[src/rtl/dmem_lsu.sv]
// Load/store unit driving port B of the 1 KB byte-lane BRAM; byte/word loads and stores over valid/ready.
// Optional DMEM_MISALIGN_EN splits misaligned words into two accesses; otherwise they return an error.
module dmem_lsu #(
    parameter int ADDR_W = 10
) (
    input  logic              i_clk,
    input  logic              i_rst_n,
    input  logic              i_req_valid,
    output logic              o_req_ready,
    input  logic              i_req_we,
    input  logic              i_req_size,
    input  logic              i_req_sext,
    input  logic [ADDR_W-1:0] i_req_addr,
    input  logic [15:0]       i_req_wdata,
    output logic              o_rsp_valid,
    input  logic              i_rsp_ready,
    output logic [15:0]       o_rsp_rdata,
    output logic              o_rsp_err,
    output logic              o_b_en,
    output logic              o_b_we_h,
    output logic              o_b_we_l,
    output logic [ADDR_W-2:0] o_b_addr,
    output logic [7:0]        o_b_din_h,
    output logic [7:0]        o_b_din_l,
    input  logic [7:0]        i_b_dout_h,
    input  logic [7:0]        i_b_dout_l
);

    typedef enum logic [1:0] {
        IDLE = 2'd0,
`ifdef DMEM_MISALIGN_EN
        ACC2 = 2'd1,
`endif
        RESP = 2'd2
    } state_t;

    state_t state_reg;
    state_t state_next;

    logic we_reg;
    logic size_reg;
    logic sext_reg;
    logic lane_reg;
    logic rsp_err;

`ifdef DMEM_MISALIGN_EN
    localparam logic [ADDR_W-2:0] WORD_ONE = {{(ADDR_W-2){1'b0}}, 1'b1};
    logic [ADDR_W-2:0] addr2_reg;
    logic [7:0]        byte1_reg;
    logic [7:0]        held_h_reg;
`else
    logic err_reg;
`endif

    // Next state and BRAM port drive; everything is forced quiet while reset is asserted.
    always_comb begin
        state_next  = state_reg;
        o_req_ready = 1'b0;
        o_b_en      = 1'b0;
        o_b_we_h    = 1'b0;
        o_b_we_l    = 1'b0;
        o_b_addr    = '0;
        o_b_din_h   = 8'h00;
        o_b_din_l   = 8'h00;
        case (state_reg)
            IDLE: begin
                o_req_ready = 1'b1;
                if (i_req_valid) begin
                    if (i_req_size && i_req_addr[0]) begin
`ifdef DMEM_MISALIGN_EN
                        o_b_en     = 1'b1;
                        o_b_addr   = i_req_addr[ADDR_W-1:1];
                        o_b_we_h   = i_req_we;
                        o_b_din_h  = i_req_wdata[7:0];
                        state_next = ACC2;
`else
                        state_next = RESP;
`endif
                    end else if (i_req_size) begin
                        o_b_en     = 1'b1;
                        o_b_addr   = i_req_addr[ADDR_W-1:1];
                        o_b_we_h   = i_req_we;
                        o_b_we_l   = i_req_we;
                        o_b_din_h  = i_req_wdata[15:8];
                        o_b_din_l  = i_req_wdata[7:0];
                        state_next = RESP;
                    end else if (i_req_addr[0]) begin
                        o_b_en     = 1'b1;
                        o_b_addr   = i_req_addr[ADDR_W-1:1];
                        o_b_we_h   = i_req_we;
                        o_b_din_h  = i_req_wdata[7:0];
                        state_next = RESP;
                    end else begin
                        o_b_en     = 1'b1;
                        o_b_addr   = i_req_addr[ADDR_W-1:1];
                        o_b_we_l   = i_req_we;
                        o_b_din_l  = i_req_wdata[7:0];
                        state_next = RESP;
                    end
                end
            end
`ifdef DMEM_MISALIGN_EN
            ACC2: begin
                o_b_en     = 1'b1;
                o_b_addr   = addr2_reg;
                o_b_we_l   = we_reg;
                o_b_din_l  = byte1_reg;
                state_next = RESP;
            end
`endif
            RESP: begin
                if (i_rsp_ready) begin
                    state_next = IDLE;
                end
            end
            default: state_next = IDLE;
        endcase
        if (!i_rst_n) begin
            state_next  = IDLE;
            o_req_ready = 1'b0;
            o_b_en      = 1'b0;
            o_b_we_h    = 1'b0;
            o_b_we_l    = 1'b0;
            o_b_addr    = '0;
            o_b_din_h   = 8'h00;
            o_b_din_l   = 8'h00;
        end
    end

    always_ff @(posedge i_clk) begin
        if (!i_rst_n) begin
            state_reg  <= IDLE;
            we_reg     <= 1'b0;
            size_reg   <= 1'b0;
            sext_reg   <= 1'b0;
            lane_reg   <= 1'b0;
`ifdef DMEM_MISALIGN_EN
            addr2_reg  <= '0;
            byte1_reg  <= 8'h00;
            held_h_reg <= 8'h00;
`else
            err_reg    <= 1'b0;
`endif
        end else begin
            state_reg <= state_next;
            if (state_reg == IDLE && i_req_valid) begin
                we_reg    <= i_req_we;
                size_reg  <= i_req_size;
                sext_reg  <= i_req_sext & ~i_req_size;
                lane_reg  <= i_req_addr[0];
`ifdef DMEM_MISALIGN_EN
                // Second half of a split word wraps from the top word back to word 0.
                addr2_reg <= i_req_addr[ADDR_W-1:1] + WORD_ONE;
                byte1_reg <= i_req_wdata[15:8];
`else
                err_reg   <= i_req_size & i_req_addr[0];
`endif
            end
`ifdef DMEM_MISALIGN_EN
            if (state_reg == ACC2) begin
                held_h_reg <= i_b_dout_h;
            end
`endif
        end
    end

`ifdef DMEM_MISALIGN_EN
    assign rsp_err = 1'b0;
`else
    assign rsp_err = err_reg;
`endif

    logic [7:0]  lane_byte;
    logic [15:0] byte_ext;
    logic [15:0] load_data;

    assign lane_byte     = lane_reg ? i_b_dout_h : i_b_dout_l;
    assign byte_ext[7:0] = lane_byte;

    genvar gi;
    generate
        for (gi = 8; gi < 16; gi++) begin : g_ext
            assign byte_ext[gi] = sext_reg & lane_byte[7];
        end
    endgenerate

    // BRAM is idle during RESP, so dout stays valid for the whole response.
    always_comb begin
        load_data = byte_ext;
        if (size_reg) begin
`ifdef DMEM_MISALIGN_EN
            load_data = lane_reg ? {i_b_dout_l, held_h_reg} : {i_b_dout_h, i_b_dout_l};
`else
            load_data = {i_b_dout_h, i_b_dout_l};
`endif
        end
        o_rsp_valid = (state_reg == RESP);
        o_rsp_err   = (state_reg == RESP) & rsp_err;
        o_rsp_rdata = 16'h0000;
        if ((state_reg == RESP) && !we_reg && !rsp_err) begin
            o_rsp_rdata = load_data;
        end
    end

endmodule

[config.mk]
export PLATFORM = sky130hd
export DESIGN_NAME = dmem_lsu
export DESIGN_NICKNAME = d
export VERILOG_FILES = /design/src/rtl/dmem_lsu.sv
export SDC_FILE = /design/constraint.sdc
export NUM_CORES = 1
export LEC_CHECK = 0
export BUFFER_PORTS_ARGS = -buffer_cell sky130_fd_sc_hd__buf_4
export CAP_MARGIN = 10
export CORE_MARGIN = 2
export CORE_UTILIZATION = 35
export DETAILED_ROUTE_END_ITERATION = 7
export GPL_TIMING_DRIVEN = 1
export PLACE_DENSITY_LB_ADDON = 0.2
export RECOVER_POWER = 100
export SYNTH_ARGS = -nofsm -noshare
export SYNTH_HDL_FRONTEND = slang
export SYNTH_SLANG_ARGS = --single-unit
export TNS_END_PERCENT = 30
[constraint.sdc]
create_clock -name i_clk -period 3.4 [get_ports i_clk]
set_clock_uncertainty 0.15 [all_clocks]
set_input_delay 0.17 -clock i_clk [delete_from_list [all_inputs] [get_ports i_clk]]
set_output_delay 0.17 -clock i_clk [all_outputs]
set_load 0.005 [all_outputs]
==> results of run 1 <==
worst reg2reg max path: stages, from the launching register on:
cell     delay [ps]
dfxtp_1         370
nor2b_1         540
mux2i_1         260
nor2b_1          60
cell usage after synthesis (all sizes together):
cell type	instances	area, µm²
o21ai	1	5.00
o221ai	1	15.0
nor2b	5	33.8
a22oi	8	60.1
nand2	17	63.8
a21oi	15	75.1
a21boi	1	7.51
o211a	1	10.0
and2b	1	8.76
inv	10	42.5
mux2i	4	40.0
clkbuf	2	7.51
nand2b	2	12.5
nand3	1	17.5
nor2	12	47.6
buf	5	31.3
o21a	1	7.51
a211oi	1	7.51
and2	20	138
dfxtp	6	120
nand3b	2	15.0
nor3b	1	12.5
layer usage:
layer | vias to the layer above | wire length, µm | track usage
met4 | 0 | 14 | 0.0631
met2 | 58 | 1540 | 0.396
met5 | - | 0 | 0
met3 | 2 | 288 | 0.0614
li1 | 568 | - | -
met1 | 494 | 1070 | 0.227
worst paths after layout:
check / cells after the start / end / slack, ps / start
max: 5 / o_b_addr[8] / 870 / state_reg[1]
min: 2 / state_reg[1] / 10 / i_req_valid
max reg2reg: 3 / lane_reg / 1910 / state_reg[1]
min reg2reg: 2 / sext_reg / 330 / sext_reg
power by group through the flow:
stage,combinational (W),sequential [W],clock [W]
2_1_floorplan,0.0000600,0.0000797,0
5_1_grt,0.000146,0.0000819,0.0000736
3_5_place_dp,0.000139,0.0000827,0
4_1_cts,0.000140,0.0000813,0.0000708
6_report,0.000134,0.0000811,0.0000670
3_3_place_gp,0.000136,0.0000820,0
area by class of cell:
class                   instances  area (µm²)  area share
clock buffers                   3        22.5      0.0152
inverters                      10        38.8      0.0262
multi-input cells              94         553       0.373
flip-flops and latches          6         120      0.0810
well taps                      28        35.0      0.0236
repair buffers                 95         713       0.481
metrics by stage:
| step | area [µm²] | total power, W |
|---|---|---|
| global placement | 1490 | 0.000218 |
| CTS | 1510 | 0.000292 |
| global route | 1480 | 0.000302 |
| floorplan | 778 | 0.000140 |
| detailed placement | 1490 | 0.000222 |
| finish | 1480 | 0.000282 |
cells by family (layout without fill, tap and decap cells):
family,after synthesis,count (layout),share of synthesized area
and+or+nand+nor,61,61,0.449
AOI/OAI and AO/OA,29,29,0.241
buffers and inverters,17,108,0.105
DFF,6,6,0.154
muxes,4,4,0.0514
==> metrics.txt, run 1 <==
Switching Fraction=0.306; vias per cell=roughly 4.8; area growth from synthesis to layout=90.5%; CP endpoint kind=output pin; initial antenna violation count=0; max_slew headroom=0.574; die height=51.2 µm; drt first pass iters=4; Flop pwr share=0.288; post-route ant nets=0; total number of vias=1122; syn avg cell area=6.65 µm²; slowest stage delay, CP=540 ps; library cells used by synthesis=27; cts hold-fix bufs=0; Clock transition at path regs=around 40 ps; largest net degree at the start of global routing=13; WP data required=3080 ps; Final Hold Viols=0; Cell Int Power=0.000195 W; Setup Total Neg Slack=0 ps; H-Tree Depth=1; net count after synthesis=166; Final min period=2530 ps; pre-CTS WS=1610 ps; leak pwr=0.800 nW; Cells after Synth=117; final period utilization=0.744; Max Fclk=around 0.40 GHz; CTS tree=built; sw power=between 0.00008 and 0.00009 W; Yosys warning count=0; Clock Latency Late Sink=250 ps; total gr overflow=0; Setup Buffers After CTS=0; sequential share of the synthesized area=0.154; core area=approximately 2100 µm²; HP Class=in -> reg; final net count=259; max_cap viols=0; gpl congestion=roughly 0.79; antenna cells=0; critical path type=reg -> out; most frequent cells in the layout=60 x buf_4, 38 x clkbuf_4, 17 x nand2_1, 15 x a21oi_1, 12 x nor2_1; Clock Path Buffers=2; Fin Hold WS=about 13 ps; Syn Std Cell Area=778 µm²; total wire length=2910 µm; Slew Viols, Final=0; worst-case vdd ir drop=0.201 mV; CTS Sinks=6; Cell Rows=17; CTS root buffer=clkbuf_4; CP max stage cell=nor2b_1; Worst EP arrival=around 2200 ps; layout cell share with drive strength beyond 1=0.534; Clock Power Share=0.238; register bit total from synthesis=6; critical-path maximum fanout=10; # placed instances=233; Power Density=190 nW/µm²; global-route wire length before repair=approximately 4400 µm; Initial Util=0.362; GRT Total Usage=0.212; DIE WIDTH=51.2 µm; wire per inst=12.3 µm; Die ar.=~2600 µm²; Final Worst Setup Slack=870 ps; status=finished, final reports clean; Remaining DRCs=0; most common cell after layout, fill and taps aside=buf_4; Non-Filler Instances=236; startpoint types=flop; Least-Margin Pin Slew=637 ps; setup violators final=0; fill count=196; Detail Placement HPWL=2420 µm; cells resized by post-CTS repair=0; fin util=0.690; RSZ-0062 raised after global routing=false; CTS Buf Count=3; cell family with most CP delay=simple AND/OR/NAND/NOR gates; vias in the first global route=1051; Top Ports=96; Iter 0 DRT Violations=7; Buffers on Ports=between 90 and 100; Logic pwr share=0.474; WP buf/inv=2; critical path, cell by cell=nor2b_1 > nand3_1 > clkinvlp_2 > and2_2 > clkbuf_4
Power figures use the tool's default switching activity.
==> run 2, diff against run 1 <==
--- a/config.mk
+++ b/config.mk
@@ -8,7 +8,7 @@
 export BUFFER_PORTS_ARGS = -buffer_cell sky130_fd_sc_hd__buf_4
 export CAP_MARGIN = 10
 export CORE_MARGIN = 2
-export CORE_UTILIZATION = 35
+export CORE_UTILIZATION = 32
 export DETAILED_ROUTE_END_ITERATION = 7
 export GPL_TIMING_DRIVEN = 1
 export PLACE_DENSITY_LB_ADDON = 0.2
==> constraint.sdc (replaced) <==
create_clock -name i_clk -period 2.43 [get_ports i_clk]
set_clock_uncertainty 0.15 [all_clocks]
set_input_delay 0.1215 -clock i_clk [delete_from_list [all_inputs] [get_ports i_clk]]
set_output_delay 0.1215 -clock i_clk [all_outputs]
set_load 0.005 [all_outputs]
==> metrics.txt, run 2 (synthesis results as in run 1) <==
most frequent CP cell=clkbuf_1; Worst EP arrival=1820 ps (was 2210 ps); most frequent cells in the layout=60 x buf_4, 35 x clkbuf_4, 17 x nand2_1, 15 x a21oi_1, 12 x nor2_1 (was 60 x buf_4, 38 x clkbuf_4, 17 x nand2_1, 15 x a21oi_1, 12 x nor2_1); most common cell after layout, fill and taps aside=buf_4 (unchanged); multi-input logic area=574 µm² (was 553 µm²); Die ar.=2840 µm² (was 2620 µm²); Clock Path Buffers=2 (unchanged); total gr overflow=0 (unchanged); Initial Util=0.345 (was 0.362); setup violators final=0 (unchanged); Max Fclk=0.477 GHz; number of cells on the worst hold path=2 (unchanged); gpl congestion=0.744 (was 0.787); max_slew headroom=0.620 (was 0.574); Setup Total Neg Slack=0 ps (unchanged); final net count=262 (was 259); area growth from synthesis to layout=96.1% (was 90.5%); vias in the first global route=1076 (was 1051); startpoint types=primary input (was flop); worst-case vdd ir drop=0.249 mV (was 0.201 mV); post-route ant nets=0 (unchanged); Buffers on Ports=95 (unchanged); slowest stage delay, CP=530 ps (was 540 ps); Final Hold Viols=0 (unchanged); wire per inst=12.6 µm (was 12.3 µm); Top Ports=96 (unchanged); leak pwr=0.811 nW (was 0.800 nW); max_cap viols=0 (unchanged); Non-Filler Instances=239 (was 236); critical-path maximum fanout=10 (unchanged); Final Power=0.000401 W (was 0.000282 W); Hold Path Origin=i_rst_n (was i_req_valid); Least-Margin Pin Slew=569 ps (was 637 ps); core area=2250 µm² (was 2150 µm²); Clock transition at path regs=50 ps (was 40 ps); final period utilization=0.863; r2r setup slk=950 ps (was 1910 ps); CP max stage cell=dlygate4sd3_1 (was nor2b_1); vias per cell=4.67 (was 4.75); Final Worst Setup Slack=334 ps (was 870 ps); Setup Buffers After CTS=0 (unchanged); # placed instances=233 (unchanged); drt first pass iters=4 (unchanged); Detail Placement HPWL=2450 µm (was 2420 µm); DIE WIDTH=53.3 µm (was 51.2 µm); CTS Sinks=6 (unchanged); total wire length=3010 µm (was 2910 µm); status=finished, final reports clean (unchanged); WP data required=2160 ps (was 3080 ps); critical path type=in -> out (was reg -> out); fill count=221 (was 196); die height=53.3 µm (was 51.2 µm); Cell Rows=17 (unchanged); reg2reg end=state_reg[1] (was lane_reg); Clock Latency Late Sink=240 ps (was 250 ps); hold path endpoint=err_reg (was state_reg[1]); critical path, cell by cell=dlygate4sd3_1 > clkbuf_1 > nor2b_2 > nand3_4 > inv_6 > and2_2 > clkbuf_1 (was nor2b_1 > nand3_1 > clkinvlp_2 > and2_2 > clkbuf_4); Final min period=2100 ps; RSZ-0062 raised after global routing=false (unchanged); antenna cells=0 (unchanged); Slew Viols, Final=0 (unchanged); Worst R2R Start=state_reg[1] (unchanged); GRT Total Usage=0.208 (was 0.212); CTS root buffer=clkbuf_4 (unchanged); Register-to-Register Path Depth=3 (unchanged); H-Tree Depth=1 (unchanged); global-route wire length before repair=4460 µm (was 4360 µm); Iter 0 DRT Violations=9 (was 7); CTS tree=built (unchanged); total number of vias=1116 (was 1122); HP Class=in -> reg (unchanged); largest net degree at the start of global routing=13 (unchanged); Reg area=120 µm² (unchanged); CP endpoint kind=output pin (unchanged); initial antenna violation count=0 (unchanged); CTS Buf Count=3 (unchanged); Remaining DRCs=0 (unchanged); Power Density=263 nW/µm² (was 190 nW/µm²); layout cell share with drive strength beyond 1=0.526 (was 0.534); fin util=0.677 (was 0.690); pre-CTS WS=713 ps (was 1610 ps)
## run 2: metal layers
metal	global-route usage	up-vias	wire length [µm]
li1	-	574	-
met1	0.226	483	1140
met2	0.395	57	1560
met3	0.0565	2	292
met4	0.0385	0	23
met5	0	-	0
## run 2: metrics by stage
step,hold slack [ps],area (µm²)
floorplan,109,778
global placement,216,1490
detailed placement,220,1490
CTS,12.4,1540
global route,24.7,1530
finish,21.1,1530
## run 2: area by class of cell
type / count / area share
Multi-Input combinational cell: 94 / 0.376
Tap cell: 28 / 0.0230
Inverter: 10 / 0.0279
Clock buffer: 3 / 0.0148
Sequential cell: 6 / 0.0787
Timing Repair Buffer: 98 / 0.480
## run 2: worst max-delay path: cells and delay by family
kind,cells,cell delay (ps)
buf+inv,4,940
simple gates,3,770
## run 2: how the worst max path moves through the flow
| stage | startpoint | endpoint | slack [ps] | depth (start not counted) |
|---|---|---|---|---|
| 2_1_floorplan | state_reg[1] | o_b_addr[0] | 1170 | 5 |
| 6_report | i_req_valid | o_b_addr[5] | 330 | 7 |
| 4_1_cts | i_req_valid | o_b_addr[5] | 420 | 7 |
| 3_5_place_dp | size_reg | o_rsp_rdata[12] | 710 | 4 |
| 3_3_place_gp | size_reg | o_rsp_rdata[14] | 730 | 4 |
| 5_1_grt | i_req_valid | o_b_addr[5] | 190 | 7 |
## run 2: what timing repair did
item | 4_1_cts | 5_1_grt
hold buffers | 3 | 0
resized for setup | 0 | 0
endpoints found under the hold margin | 2 | 0
## run 2: power by group
group | switching, W | total, W | internal [W] | leakage (nW)
combinational | 0.0000780 | 0.000195 | 0.000117 | 0.748
clock | 0.0000365 | 0.0000925 | 0.0000559 | 0.0138
sequential | 0.00000910 | 0.000114 | 0.000105 | 0.0493
total | 0.000124 | 0.000401 | 0.000277 | 0.811
